File: src/rtl/cv32e40p_clock_gate_ctrl.sv
// ----------------------------------------------------------------------------
// cv32e40p_clock_gate_ctrl
//
// Sleep/wake sequencer for the core-level latch-based clock gate. It runs on
// the free-running (ungated) clock. After a WFI-style sleep request it waits
// until the pipeline has been idle for IDLE_HOLD consecutive cycles and then
// drops the gate enable. Any wake event re-enables the clock. The block also
// keeps a saturating count of the cycles spent gated, for power profiling.
//
// Ports:
//   clk_i          free-running ungated clock
//   rst_ni         asynchronous active-low reset
//   fetch_enable_i core start permission, only looked at while waiting after reset
//   sleep_req_i    level, core has executed WFI and requests sleep
//   core_busy_i    level, pipeline or LSU still has outstanding work
//   wake_i         level, pending enabled IRQ or debug request
//   clock_en_o     registered enable for the clock gate en_i
//   core_sleep_o   registered, high while the core clock is gated
//   wake_pulse_o   registered single-cycle pulse on the way out of sleep
//   sleep_cycles_o saturating count of cycles spent asleep
// ----------------------------------------------------------------------------
module cv32e40p_clock_gate_ctrl #(
    parameter int IDLE_HOLD = 4,
    parameter int CNT_W     = 32
) (
    input  logic             clk_i,
    input  logic             rst_ni,
    input  logic             fetch_enable_i,
    input  logic             sleep_req_i,
    input  logic             core_busy_i,
    input  logic             wake_i,
    output logic             clock_en_o,
    output logic             core_sleep_o,
    output logic             wake_pulse_o,
    output logic [CNT_W-1:0] sleep_cycles_o
);

    // The idle counter is 8 bits wide, so the hold time must fit in it.
    generate
        if (IDLE_HOLD < 1 || IDLE_HOLD > 255) begin : g_bad_idle_hold
            $error("IDLE_HOLD must be in the range 1..255");
        end
    endgenerate

    localparam logic [7:0] HOLD_LAST = 8'(IDLE_HOLD - 1);

    typedef enum logic [2:0] {
        S_RESET_WAIT,
        S_RUN,
        S_DRAIN,
        S_SLEEP,
        S_WAKE
    } state_e;

    state_e           state_q, state_d;
    logic [7:0]       idle_cnt_q, idle_cnt_d;
    logic [CNT_W-1:0] sleep_cnt_q, sleep_cnt_d;
    logic             clock_en_q, clock_en_d;
    logic             core_sleep_q, core_sleep_d;
    logic             wake_pulse_q, wake_pulse_d;

    // ------------------------------------------------------------------
    // State and output registers
    // ------------------------------------------------------------------
    always_ff @(posedge clk_i or negedge rst_ni) begin
        if (!rst_ni) begin
            state_q      <= S_RESET_WAIT;
            idle_cnt_q   <= '0;
            sleep_cnt_q  <= '0;
            clock_en_q   <= 1'b0;
            core_sleep_q <= 1'b0;
            wake_pulse_q <= 1'b0;
        end else begin
            state_q      <= state_d;
            idle_cnt_q   <= idle_cnt_d;
            sleep_cnt_q  <= sleep_cnt_d;
            clock_en_q   <= clock_en_d;
            core_sleep_q <= core_sleep_d;
            wake_pulse_q <= wake_pulse_d;
        end
    end

    // ------------------------------------------------------------------
    // Next-state logic
    // ------------------------------------------------------------------
    always_comb begin
        state_d    = state_q;
        idle_cnt_d = idle_cnt_q;
        unique case (state_q)
            S_RESET_WAIT: begin
                if (fetch_enable_i) state_d = S_RUN;
            end
            S_RUN: begin
                // A wake arriving together with the request keeps us running.
                if (sleep_req_i && !wake_i) begin
                    state_d    = S_DRAIN;
                    idle_cnt_d = '0;
                end
            end
            S_DRAIN: begin
                if (wake_i || !sleep_req_i) begin
                    state_d = S_RUN;
                end else if (core_busy_i) begin
                    idle_cnt_d = '0;
                end else if (idle_cnt_q == HOLD_LAST) begin
                    state_d = S_SLEEP;
                end else begin
                    idle_cnt_d = idle_cnt_q + 8'd1;
                end
            end
            S_SLEEP: begin
                if (wake_i) state_d = S_WAKE;
            end
            S_WAKE: begin
                state_d = S_RUN;
            end
            default: begin
                state_d = S_RESET_WAIT;
            end
        endcase
    end

    // ------------------------------------------------------------------
    // Output logic, decoded from the next state so the outputs change on
    // the same rising edge as the state (the gate latches en_i while the
    // clock is low, so rising-edge-only changes keep the gated clock clean).
    // ------------------------------------------------------------------
    always_comb begin
        clock_en_d   = (state_d != S_RESET_WAIT) && (state_d != S_SLEEP);
        core_sleep_d = (state_d == S_SLEEP);
        wake_pulse_d = (state_d == S_WAKE);
        sleep_cnt_d  = sleep_cnt_q;
        if (state_q == S_SLEEP && sleep_cnt_q != '1) begin
            sleep_cnt_d = sleep_cnt_q + CNT_W'(1);
        end
    end

    assign clock_en_o     = clock_en_q;
    assign core_sleep_o   = core_sleep_q;
    assign wake_pulse_o   = wake_pulse_q;
    assign sleep_cycles_o = sleep_cnt_q;

endmodule
File: config.mk
export PLATFORM = sky130hd
export DESIGN_NAME = cv32e40p_clock_gate_ctrl
export DESIGN_NICKNAME = d
export VERILOG_FILES = /design/src/rtl/cv32e40p_clock_gate_ctrl.sv
export SDC_FILE = /design/constraint.sdc
export NUM_CORES = 1
export LEC_CHECK = 0
export BUFFER_PORTS_ARGS = -buffer_cell sky130_fd_sc_hd__buf_2
export CORE_AREA = 3 3 73 75
export CTS_CLUSTER_SIZE = 20
export DETAILED_ROUTE_END_ITERATION = 8
export DIE_AREA = 0 0 76 78
export PLACE_DENSITY = 0.71
export SETUP_SLACK_MARGIN = 0.02
export SYNTH_ARGS = -nofsm -noshare
export SYNTH_HDL_FRONTEND = slang
export SYNTH_SLANG_ARGS = --single-unit
File: constraint.sdc
create_clock -name clk_i -period 2.1 [get_ports clk_i]
set_clock_uncertainty 0.2 [all_clocks]
set_input_delay 0.105 -clock clk_i [delete_from_list [all_inputs] [get_ports clk_i]]
set_output_delay 0.105 -clock clk_i [all_outputs]
set_load 0.01 [all_outputs]
==> Word level (Yosys, flattened, before mapping) <==
Index checks and enable logic that the tools add are counted.
{ "word_totals": {"ff_bits": 46, "in_bits": 6, "output_inout_bits": 35, "word_cells": 42} }
{ "op_classes": {"n_addsub": 2, "eq_ne": 12, "n_mux": 12, "reduce_logical": 10} }
{ "ops": {"columns": ["operator", "n"], "rows": [
  ["adder 32 x 1 -> 32 bit (second input constant)", 1],
  ["two-way mux 8 bit", 4],
  ["inequality test 32 bit (second input constant)", 1],
  ["two-way mux 3 bit", 6],
  ["case mux 8 bit (2 select lines)", 1],
  ["case mux 3 bit (5 select lines)", 1],
  ["equality test 3 x 2 -> 1 bit (second input constant)", 3],
  ["adder 8 x 1 -> 8 bit (second input constant)", 1],
  ["equality test 8 x 2 -> 1 bit (second input constant)", 1],
  ["equality test 3 bit (second input constant)", 2],
  ["inequality test 2 bit (second input constant)", 2],
  ["AND reduction 4 bit", 1],
  ["equality test 3 x 1 -> 1 bit (second input constant)", 1],
  ["logical AND 1 bit", 3],
  ["zero test 3 bit", 1],
  ["inequality test 3 x 2 -> 1 bit (second input constant)", 1],
  ["inequality test 3 bit (second input constant)", 1],
  ["nonzero test 3 bit", 1],
  ["zero test 1 bit", 2],
  ["nonzero test 2 bit", 1],
  ["logical OR 1 bit", 1]
]} }

==> Depth between registers and ports, before layout <==
Gate-level depths: netlist of run 1.
{ "depth": {"depth_word": 7, "mapped_depth": 7, "depth_no_buf": 6} }

==> Least setup slack after synthesis of run 1 <==
OpenSTA, ideal clock, no wires.
{ "synth_timing": {"kind": "reg2reg", "startpoint": "reg sleep_cnt_q[2], in the netlist sleep_cycles_o[2]", "endpoint": "reg sleep_cnt_q[1], in the netlist sleep_cycles_o[1]", "setup_time_ps": 128, "t_arrival_ps": 1978, "required_ps": 1772, "setup_slack_ps": -205, "stages_incl_launch_ff": 6, "n_path_buf": 1, "period_less_slack_ps": 2305, "path_cell_list": "dfrtp_1 > nand4_1 > or4_1 > buf_2 > o31ai_4 > mux2_1"} }
{ "synth_between": {"elab_chain_len": 2} }
{ "synth_lines": {"columns": ["item", "line_no", "rtl"], "rows": [
  ["start: declaration", "57", "logic [CNT_W-1:0] sleep_cnt_q, sleep_cnt_d;"],
  ["start signal: assignment", "76", "sleep_cnt_q <= sleep_cnt_d;"],
  ["inequality test 32 bit", "133", "if (state_q == S_SLEEP && sleep_cnt_q != '1) begin"],
  ["logical AND 1 bit", "133", null]
]} }
No other way between the ends.
A chain may end at the register's enable or synchronous reset.

==> Worst setup path after layout of run 1 <==
{ "layout_timing": {"startpoint": "reg sleep_cnt_q[2], in the netlist sleep_cycles_o[2]", "endpoint": "reg sleep_cnt_q[25], in the netlist sleep_cycles_o[25]"} }
{ "layout_between": {"elab_chain_len": 2, "elab_cells_between_ends": 3, "cone_classes": "add/sub: 1; eq/ne: 1; reduce/logical: 1"} }
{ "layout_lines": {"columns": ["item"], "rows": [
  ["parallel branches: the longest is 2 deep, another holds adder 32 x 1 -> 32 bit"]
]} }
Several ways; the timed one is not identified.

==> results.py, run 1 <==
metrics = {
    "outcome": {
        "status": "finished with violations",
        "failed_checks": "setup timing",
    },
    "die": {
        "row_count": 25,
        "pin_count": 41,
        "design.die.area_sq_um": 5928,
        "start_util": 0.4909,
        "chipWidth_microns": 76,
        "die_y_microns": 78,
        "core-area_sq_um": 4723,
    },
    "sta": {
        "rsz0062_at_grt": "true",
        "period_needed_ps": 2156,
        "worst_pin_slew_ps": 586.8,
        "drv_slew": 0,
        "setup_viol": 11,
        "relSlewSlack": 0.6088,
        "hold_violations": 0,
        "period_share": 1.026,
        "fin_tns_setup_ps": -230.0,
        "timing.final.ws_setup_ps": -55.60,
        "fmax_mhz": 463.9,
    },
    "placed_design": {
        "place_inst": 380,
        "placed_area_sq_um": 2989,
        "place.gp.congestion": 0.8127,
        "portBuffers": 40,
        "dp_hpwl_mm": 4.051,
    },
    "layout": {
        "drive_gt1_frac": 0.3631,
        "synthToLayoutAreaGrowth_pct": 37.13,
        "fin_cells": 392,
        "num_antenna_cells": 0,
        "final_design_area_no_fill_sq_um": 3179,
        "fillers": 379,
        "nets": 332,
        "seq_area_sq_um": 1157,
        "multi_input_area_sq_um": 1189,
    },
    "clock_tree": {
        "clockBufferDepth": 2,
        "tritoncts": "built",
        "cts_buffers": 5,
        "path_clk_slew_ps": 80,
        "cts-root-buf": "clkbuf_8",
        "insertion_delay_ps": 300,
        "clock_sinks": 46,
        "cts_max_level": 2,
    },
    "global_routing": {
        "grt_pass1_wl_mm": 9.397,
        "antenna_found_initial": 0,
        "gr-total-overflow": 0,
        "grt_pass1_vias": 2090,
        "grt_max_degree": 47,
        "grtUsageTotal": 0.1966,
    },
    "critical_path": {
        "criticalPathCategory": "flop to flop",
        "reg2reg_slack_ps": -60,
        "cp_slowest_cell": "or4_4",
        "cp.arrival_ps": 2180,
        "cp_max_fo": 6,
        "cp.required_ps": 2130,
        "worstPathCellList": "nand4_1 -> or3_4 -> or4_4 -> nor3b_2 -> xor2_1",
        "start_kind": "flop",
        "endpoint_kind": "flop",
        "max_stage_delay_ps": 500,
    },
    "synthesis": {
        "yosysTopAreaCellShare": 0.4965,
        "synth.most_common_cell": "dfrtp_1",
        "synth_area_leaders": "dfrtp_1, xor2_1, nand2_1",
        "synth.area.mux_share": 0.01943,
        "synth_cell_types": 41,
        "synth_warnings": 0,
        "synthFlopType": "dfrtp_1",
        "synthSimpleGateAreaFrac": 0.2569,
        "synth-xor-area-share": 0.09822,
        "synth_common_cells": "dfrtp_1, nand2_1, xor2_1, nor2_1",
        "syn-cell-area_sq_um": 2318,
        "synth-seq-area-share": 0.4965,
        "syn_nets": 238,
        "synth-adder-area-share": 0.01079,
        "syn_area_per_cell_sq_um": 10.08,
        "synth-compound-area-share": 0.09552,
        "syn_inst": 230,
        "ys_seq_elements": 46,
        "synth_top_family_by_area": "simple AND/OR/NAND/NOR gates",
        "synth_top_area_cell": "dfrtp_1",
        "synth_edf_count": 0,
        "synthArstFlopShare": 1.000,
    },
    "hold_path": {
        "hp-class": "primary input to flop",
    },
    "routing": {
        "via_per_inst": 5.385,
        "post_drt_wl_per_cell_microns": 14.25,
        "wirelength_mm": 5.586,
        "vias": 2111,
        "drtAntennaViolNets": 0,
        "drt_iter0_drc": 97,
        "drc": 0,
        "drtPass1Iterations": 5,
    },
    "run": {
        "drv_cap": 0,
    },
    "power": {
        "power.density_nw_per_um2": 704.9,
        "p_leak_nw": 1.587,
        "ir_drop_uv": 358.5,
        "p_total_mw": 2.241,
    },
}
metal layers:
layer / routed length (microns) / GRT usage
met3: 211 / 0.04408
met4: 90 / 0.07609
met1: 2450 / 0.2365
met5: 0 / 0
met2: 2834 / 0.3440
area by class of cell:
type                    count  share of cell area
clock buffers               7             0.02401
flip-flops and latches     46              0.3640
repair buffers             94              0.1952
clock inverters             1            0.009445
inverters                   6            0.007084
well taps                  67             0.02637
multi-input cells         171              0.3739
worst paths after layout:
kind,from,endpoint,cells past startpoint
worst max-delay path,sleep_cycles_o[2],sleep_cycles_o[25],5
worst min-delay path,core_busy_i,idle_cnt_q[7],5
worst max register to register,sleep_cycles_o[2],sleep_cycles_o[25],5
worst min register to register,sleep_cycles_o[22],sleep_cycles_o[22],1
max in group asynchronous,rst_ni,sleep_cycles_o[12],3
min in group asynchronous,rst_ni,sleep_cycles_o[10],3
kinds of logic (layout without fill, tap and decap cells):
logic type	after synthesis	count (layout)
AO/OA/AOI/OAI	32	32
buffers and inverters	13	108
multiplexers	4	4
flip-flops	46	46
AND/OR/NAND/NOR	107	107
adder cells (fa/ha/maj)	2	2
XOR/XNOR	26	26
cells in the final DEF (no fill, tap or decap), drive strengths merged, types with 3 or more instances in the layout:
cell type	instances
a21oi	4
and2	4
and3	4
and4	4
buf	91
clkbuf	7
dfrtp	46
dlygate4sd3	3
inv	5
mux2	4
nand2	22
nand3	13
nand4	10
nor2	15
nor3	13
nor4	5
o21ai	15
o31ai	6
xnor2	9
xor2	17
power breakdown:
group	internal, mW	switching, mW
Sequential	0.967	0.0576
Clock	0.356	0.295
Combinational	0.268	0.297
Total	1.59	0.649
metrics by stage:
stage                     utilization  setup WS (ps)  hold slack [ps]
after detailed placement       0.6328         -66.85            26.06
final                          0.6731         -55.60            43.88
after global placement         0.6328         -77.04            26.58
after global routing           0.6731         -130.3            82.91
after floorplan                     -         -148.0           -390.6
after CTS                      0.6721         -84.79            95.11
flip-flops by register name, indices dropped and copies added (netlist names):
| name | cells |
|---|---|
| clock_en_o | 1 |
| state_q | 3 |
| core_sleep_o | 1 |
| wake_pulse_o | 1 |
| idle_cnt_q | 8 |
| sleep_cycles_o | 32 |
timing repair:
| action | 4_1_cts | 5_1_grt |
|---|---|---|
| resized for setup | 7 | 2 |
| setup endpoints to repair | 27 | 37 |
| hold buffers | 3 | 0 |
| pin swaps | 1 | 4 |
| endpoints found under the hold margin | 51 | 0 |
| buffers inserted | 1 | 0 |
critical path: cells and delay by family, from the launching register on:
family | cells | cell delay (ps)
XOR/XNOR | 1 | 160
flip-flops | 1 | 360
AND/OR/NAND/NOR | 4 | 1360
No activity file was read; power rests on OpenSTA's default activity.
==> run 2: changes to the inputs <==
--- a/config.mk
+++ b/config.mk
@@ -11,6 +11,7 @@
 export DETAILED_ROUTE_END_ITERATION = 8
 export DIE_AREA = 0 0 76 78
 export PLACE_DENSITY = 0.71
+export RECOVER_POWER = 50
 export SETUP_SLACK_MARGIN = 0.02
 export SYNTH_ARGS = -nofsm -noshare
 export SYNTH_HDL_FRONTEND = slang
==> results.py, run 2 (synthesis gave the netlist of run 1 again) <==
metrics = {
    "outcome": {
        "status": "finished with violations",
        "failed_checks": "setup timing",
    },
    "power": {
        "power.density_nw_per_um2": 705.5,
        "p_total_mw": 2.238,
        "p_leak_nw": 1.571,
        "ir_drop_uv": 358.1,
    },
    "global_routing": {
        "antenna_found_initial": 0,
        "grtUsageMet2": 0.3440,
        "gr-total-overflow": 0,
        "grt_pass1_vias": 2090,
        "grt_max_degree": 47,
        "grtUsageMet1": 0.2365,
        "grtUsageTotal": 0.1966,
        "globalRouteMet3Util": 0.04408,
        "grt_pass1_wl_mm": 9.397,
        "top_usage_layer": "met2",
    },
    "clock_tree": {
        "cts_buffers": 5,
        "clock_sinks": 46,
        "clockBufferDepth": 2,
        "path_clk_slew_ps": 80,
        "cts_max_level": 2,
        "insertion_delay_ps": 300,
        "cts-root-buf": "clkbuf_8",
        "tritoncts": "built",
    },
    "layout": {
        "layout_common_cells": "buf_4, dfrtp_1, buf_2",
        "nets": 332,
        "final_common_cell": "buf_4",
        "synthToLayoutAreaGrowth_pct": 36.81,
        "num_antenna_cells": 0,
        "drive_gt1_frac": 0.3508,
        "final_design_area_no_fill_sq_um": 3172,
        "largest_reg_flops": 32,
        "fillers": 382,
        "fin_cells": 392,
    },
    "die": {
        "start_util": 0.4909,
        "die_y_microns": 78,
        "chipWidth_microns": 76,
        "core-area_sq_um": 4723,
        "pin_count": 41,
        "row_count": 25,
        "design.die.area_sq_um": 5928,
    },
    "critical_path": {
        "crit_start": "sleep_cycles_o[2]",
        "worstPathCellList": "nand4_1 -> or3_4 -> or4_4 -> nor3b_2 -> xor2_1",
        "r2r_cells": 5,
        "cp.required_ps": 2130,
        "criticalPathCategory": "flop to flop",
        "crit_end": "sleep_cycles_o[25]",
        "timing.rr.start": "sleep_cycles_o[2]",
        "cp_slowest_cell": "or4_4",
        "cp.arrival_ps": 2180,
        "endpoint_kind": "flop",
        "reg2reg_slack_ps": -60,
        "cp_max_fo": 6,
        "max_stage_delay_ps": 500,
        "start_kind": "flop",
        "r2r_end": "sleep_cycles_o[25]",
    },
    "sta": {
        "period_needed_ps": 2155,
        "fmax_mhz": 464.0,
        "hold_violations": 0,
        "whs_ps": 45.74,
        "period_share": 1.026,
        "worst_pin_slew_ps": 1141,
        "relSlewSlack": 0.2391,
        "drv_slew": 0,
        "rsz0062_at_grt": "true",
        "timing.final.ws_setup_ps": -55.40,
        "setup_viol": 11,
    },
    "routing": {
        "post_drt_wl_per_cell_microns": 14.32,
        "drtAntennaViolNets": 0,
        "wirelength_mm": 5.613,
        "vias": 2116,
        "drt_iter0_drc": 99,
        "drc": 0,
        "drtPass1Iterations": 5,
        "via_per_inst": 5.398,
    },
    "placed_design": {
        "placed_area_sq_um": 2989,
        "place.gp.congestion": 0.8127,
        "portBuffers": 40,
        "pre_cts_ws_ps": -66.85,
        "dp_hpwl_mm": 4.051,
        "place_inst": 380,
    },
    "run": {
        "drv_cap": 0,
    },
    "hold_path": {
        "hp-class": "primary input to flop",
    },
}
## run 2: cell types whose count changed in the layout (fill, tap and decap cells not counted)
cell / change
buf_2: -4
buf_4: -1
clkbuf_1: +4
clkbuf_2: +1
## run 2: critical path: cells and delay by family (launching register included)
family | cells | cell delay (ps)
DFF | 1 | 360
and+or+nand+nor | 4 | 1360
xor gates and xnor gates | 1 | 160
## run 2: worst min path at each step
stage	from	end	cells after the start
after floorplan	rst_ni	clock_en_o	0
after global placement	rst_ni	sleep_cycles_o[8]	2
after detailed placement	rst_ni	sleep_cycles_o[10]	2
after CTS	core_busy_i	idle_cnt_q[7]	5
after global routing	core_busy_i	idle_cnt_q[7]	5
final	core_busy_i	idle_cnt_q[7]	5
## run 2: area by class of cell
| class | count | area, sq um | share of cell area |
|---|---|---|---|
| inverter | 6 | 22.52 | 0.007101 |
| timing repair buffer | 94 | 613.1 | 0.1933 |
| sequential | 46 | 1157 | 0.3649 |
| multi-input combinational | 171 | 1189 | 0.3748 |
| tap | 67 | 83.83 | 0.02643 |
| clock buffer | 7 | 76.32 | 0.02406 |
| clock inverter | 1 | 30.03 | 0.009467 |
## run 2: layer usage
layer  wire (microns)  vias to the layer above
li1                 -                     1016
met1             2462                     1027
met2             2845                       66
met3              219                        7
met4               85                        0
met5                0                        -
## run 2: timing repair
item	4_1_cts	5_1_grt
pin swaps	1	4
hold buffers	3	0
gates resized for setup	7	2
hold endpoints to repair	51	0
setup endpoints to repair	27	37
setup buffers	1	0
## run 2: per-stage QoR
stage,setup TNS [ps],utilization
after floorplan,-837.5,-
after global placement,-307.8,0.6328
after detailed placement,-362.3,0.6328
after CTS,-389.7,0.6721
after global routing,-2119,0.6715
final,-228.6,0.6715
## run 2: report_power, final
| group | internal (mW) | switching, mW |
|---|---|---|
| logic | 0.263 | 0.298 |
| registers | 0.967 | 0.0581 |
| clock network | 0.356 | 0.295 |
==> run 3: changes to the inputs <==
--- a/config.mk
+++ b/config.mk
@@ -10,9 +10,10 @@
 export CTS_CLUSTER_SIZE = 20
 export DETAILED_ROUTE_END_ITERATION = 8
 export DIE_AREA = 0 0 76 78
+export GPL_TIMING_DRIVEN = 0
 export PLACE_DENSITY = 0.71
 export RECOVER_POWER = 50
-export SETUP_SLACK_MARGIN = 0.02
+export SETUP_SLACK_MARGIN = 0.4
 export SYNTH_ARGS = -nofsm -noshare
 export SYNTH_HDL_FRONTEND = slang
 export SYNTH_SLANG_ARGS = --single-unit
==> results.py, run 3 (synthesis gave the netlist of run 1 again) <==
metrics = {
    "outcome": {
        "status": "finished with violations",
        "failed_checks": "setup timing",
    },
    "routing": {
        "via_per_inst": 5.446,
        "drc": 0,
        "post_drt_wl_per_cell_microns": 15.66,
        "vias": 2102,
        "drtPass1Iterations": 4,
        "drt_iter0_drc": 92,
        "wirelength_mm": 6.045,
        "drtAntennaViolNets": 0,
    },
    "clock_tree": {
        "clock_sinks": 46,
        "clockBufferDepth": 2,
        "path_clk_slew_ps": 90,
        "tritoncts": "built",
        "cts_max_level": 2,
        "insertion_delay_ps": 300,
        "cts_buffers": 5,
        "cts-root-buf": "clkbuf_8",
    },
    "die": {
        "pin_count": 41,
        "core-area_sq_um": 4723,
        "row_count": 25,
        "chipWidth_microns": 76,
        "die_y_microns": 78,
        "start_util": 0.4909,
        "design.die.area_sq_um": 5928,
    },
    "layout": {
        "fillers": 326,
        "final_common_cell": "dfrtp_1",
        "final_design_area_no_fill_sq_um": 3402,
        "nets": 326,
        "drive_gt1_frac": 0.4044,
        "synthToLayoutAreaGrowth_pct": 46.73,
        "layout_common_cells": "dfrtp_1, buf_4, clkbuf_1",
        "largest_reg_flops": 32,
        "num_antenna_cells": 0,
    },
    "power": {
        "p_leak_nw": 1.550,
        "power.density_nw_per_um2": 716.3,
        "p_total_mw": 2.437,
        "ir_drop_uv": 418.3,
    },
    "critical_path": {
        "cp.required_ps": 2130,
        "start_kind": "flop",
        "cp_max_fo": 6,
        "cp_top_family": "simple AND/OR/NAND/NOR gates",
        "crit_buf_inv": 2,
        "cpMostUsedCell": "buf_6",
        "cp.arrival_ps": 2290,
        "max_stage_delay_ps": 420,
        "criticalPathCategory": "flop to flop",
        "endpoint_kind": "flop",
        "cp_slowest_cell": "or4_4",
        "worstPathCellList": "nand4_1 -> or3_4 -> buf_6 -> or4_4 -> buf_6 -> nor3b_2 -> xor2_1",
    },
    "sta": {
        "fmax_mhz": 444.2,
        "fin_tns_setup_ps": -1506,
        "relSlewSlack": 0.3107,
        "whs_ps": 101.5,
        "timing.final.ws_setup_ps": -151.2,
        "hold_violations": 0,
        "rsz0062_at_grt": "true",
        "period_needed_ps": 2251,
        "period_share": 1.072,
        "drv_slew": 0,
        "worst_pin_slew_ps": 1034,
        "setup_viol": 23,
    },
    "hold_path": {
        "hp-class": "primary input to flop",
    },
    "global_routing": {
        "grt_max_degree": 47,
        "gr-total-overflow": 0,
        "grt_pass1_vias": 2078,
        "grtUsageTotal": 0.2087,
        "antenna_found_initial": 0,
        "grt_pass1_wl_mm": 9.963,
    },
    "run": {
        "drv_cap": 0,
    },
    "placed_design": {
        "portBuffers": 40,
        "dp_hpwl_mm": 3.353,
        "place.gp.congestion": 0.8179,
        "placed_area_sq_um": 2710,
    },
}
run 3: repair_timing:
item / 4_1_cts / 5_1_grt
pin swaps: 21 / 17
endpoints found under the setup margin: 43 / 43
buffers inserted: 31 / 4
cloned: 0 / 0
gates resized for setup: 46 / 29
endpoints found under the hold margin: 50 / 0
hold buffers: 6 / 0
run 3: final timing paths:
kind                       depth (start not counted)  slack [ps]               start                  to
setup / recovery                                   7        -150   sleep_cycles_o[2]  sleep_cycles_o[25]
hold / removal                                     5         100         core_busy_i       idle_cnt_q[4]
setup reg to reg                                   7        -150   sleep_cycles_o[2]  sleep_cycles_o[25]
hold reg to reg                                    1         290  sleep_cycles_o[27]  sleep_cycles_o[27]
max in group asynchronous                          2         670              rst_ni  sleep_cycles_o[12]
min in group asynchronous                          2         310              rst_ni   sleep_cycles_o[2]
run 3: final cells by class:
cell class | instances | area, sq um | area share
clock buffers | 7 | 86.33 | 0.02538
inverters | 6 | 22.52 | 0.006620
well taps | 67 | 83.83 | 0.02464
multi-input cells | 171 | 1414 | 0.4156
plain buffers | 7 | 82.58 | 0.02427
repair buffers | 81 | 525.5 | 0.1545
flip-flops and latches | 46 | 1157 | 0.3402
clock inverters | 1 | 30.03 | 0.008827
run 3: stage by stage:
| stage | utilization | instances | setup slack, ps |
|---|---|---|---|
| 2_1_floorplan | - | 230 | -148.0 |
| 3_3_place_gp | 0.5738 | 337 | -356.7 |
| 3_5_place_dp | 0.5738 | 337 | -356.2 |
| 4_1_cts | 0.6948 | 382 | -163.0 |
| 5_1_grt | 0.7203 | 386 | -289.8 |
| 6_report | 0.7203 | 386 | -151.2 |
run 3: per-layer routing:
| metal | vias to the layer above | track usage | wire length (microns) |
|---|---|---|---|
| li1 | 1001 | - | - |
| met5 | - | 0 | 0 |
| met4 | 0 | 0.07971 | 114 |
| met1 | 1040 | 0.2621 | 2634 |
| met3 | 10 | 0.04524 | 266 |
| met2 | 51 | 0.3537 | 3029 |
run 3: worst reg2reg max path: stages, from the launching register on:
cell and delay (ps):
dfrtp_2 380, nand4_1 170, or3_4 410, buf_6 120
or4_4 420, buf_6 150, nor3b_2 170, xor2_1 160
run 3: report_power, final:
group | total, mW | internal (mW) | switching (mW)
combinational | 0.724 | 0.338 | 0.385
clock | 0.694 | 0.388 | 0.305
sequential | 1.02 | 0.968 | 0.0520
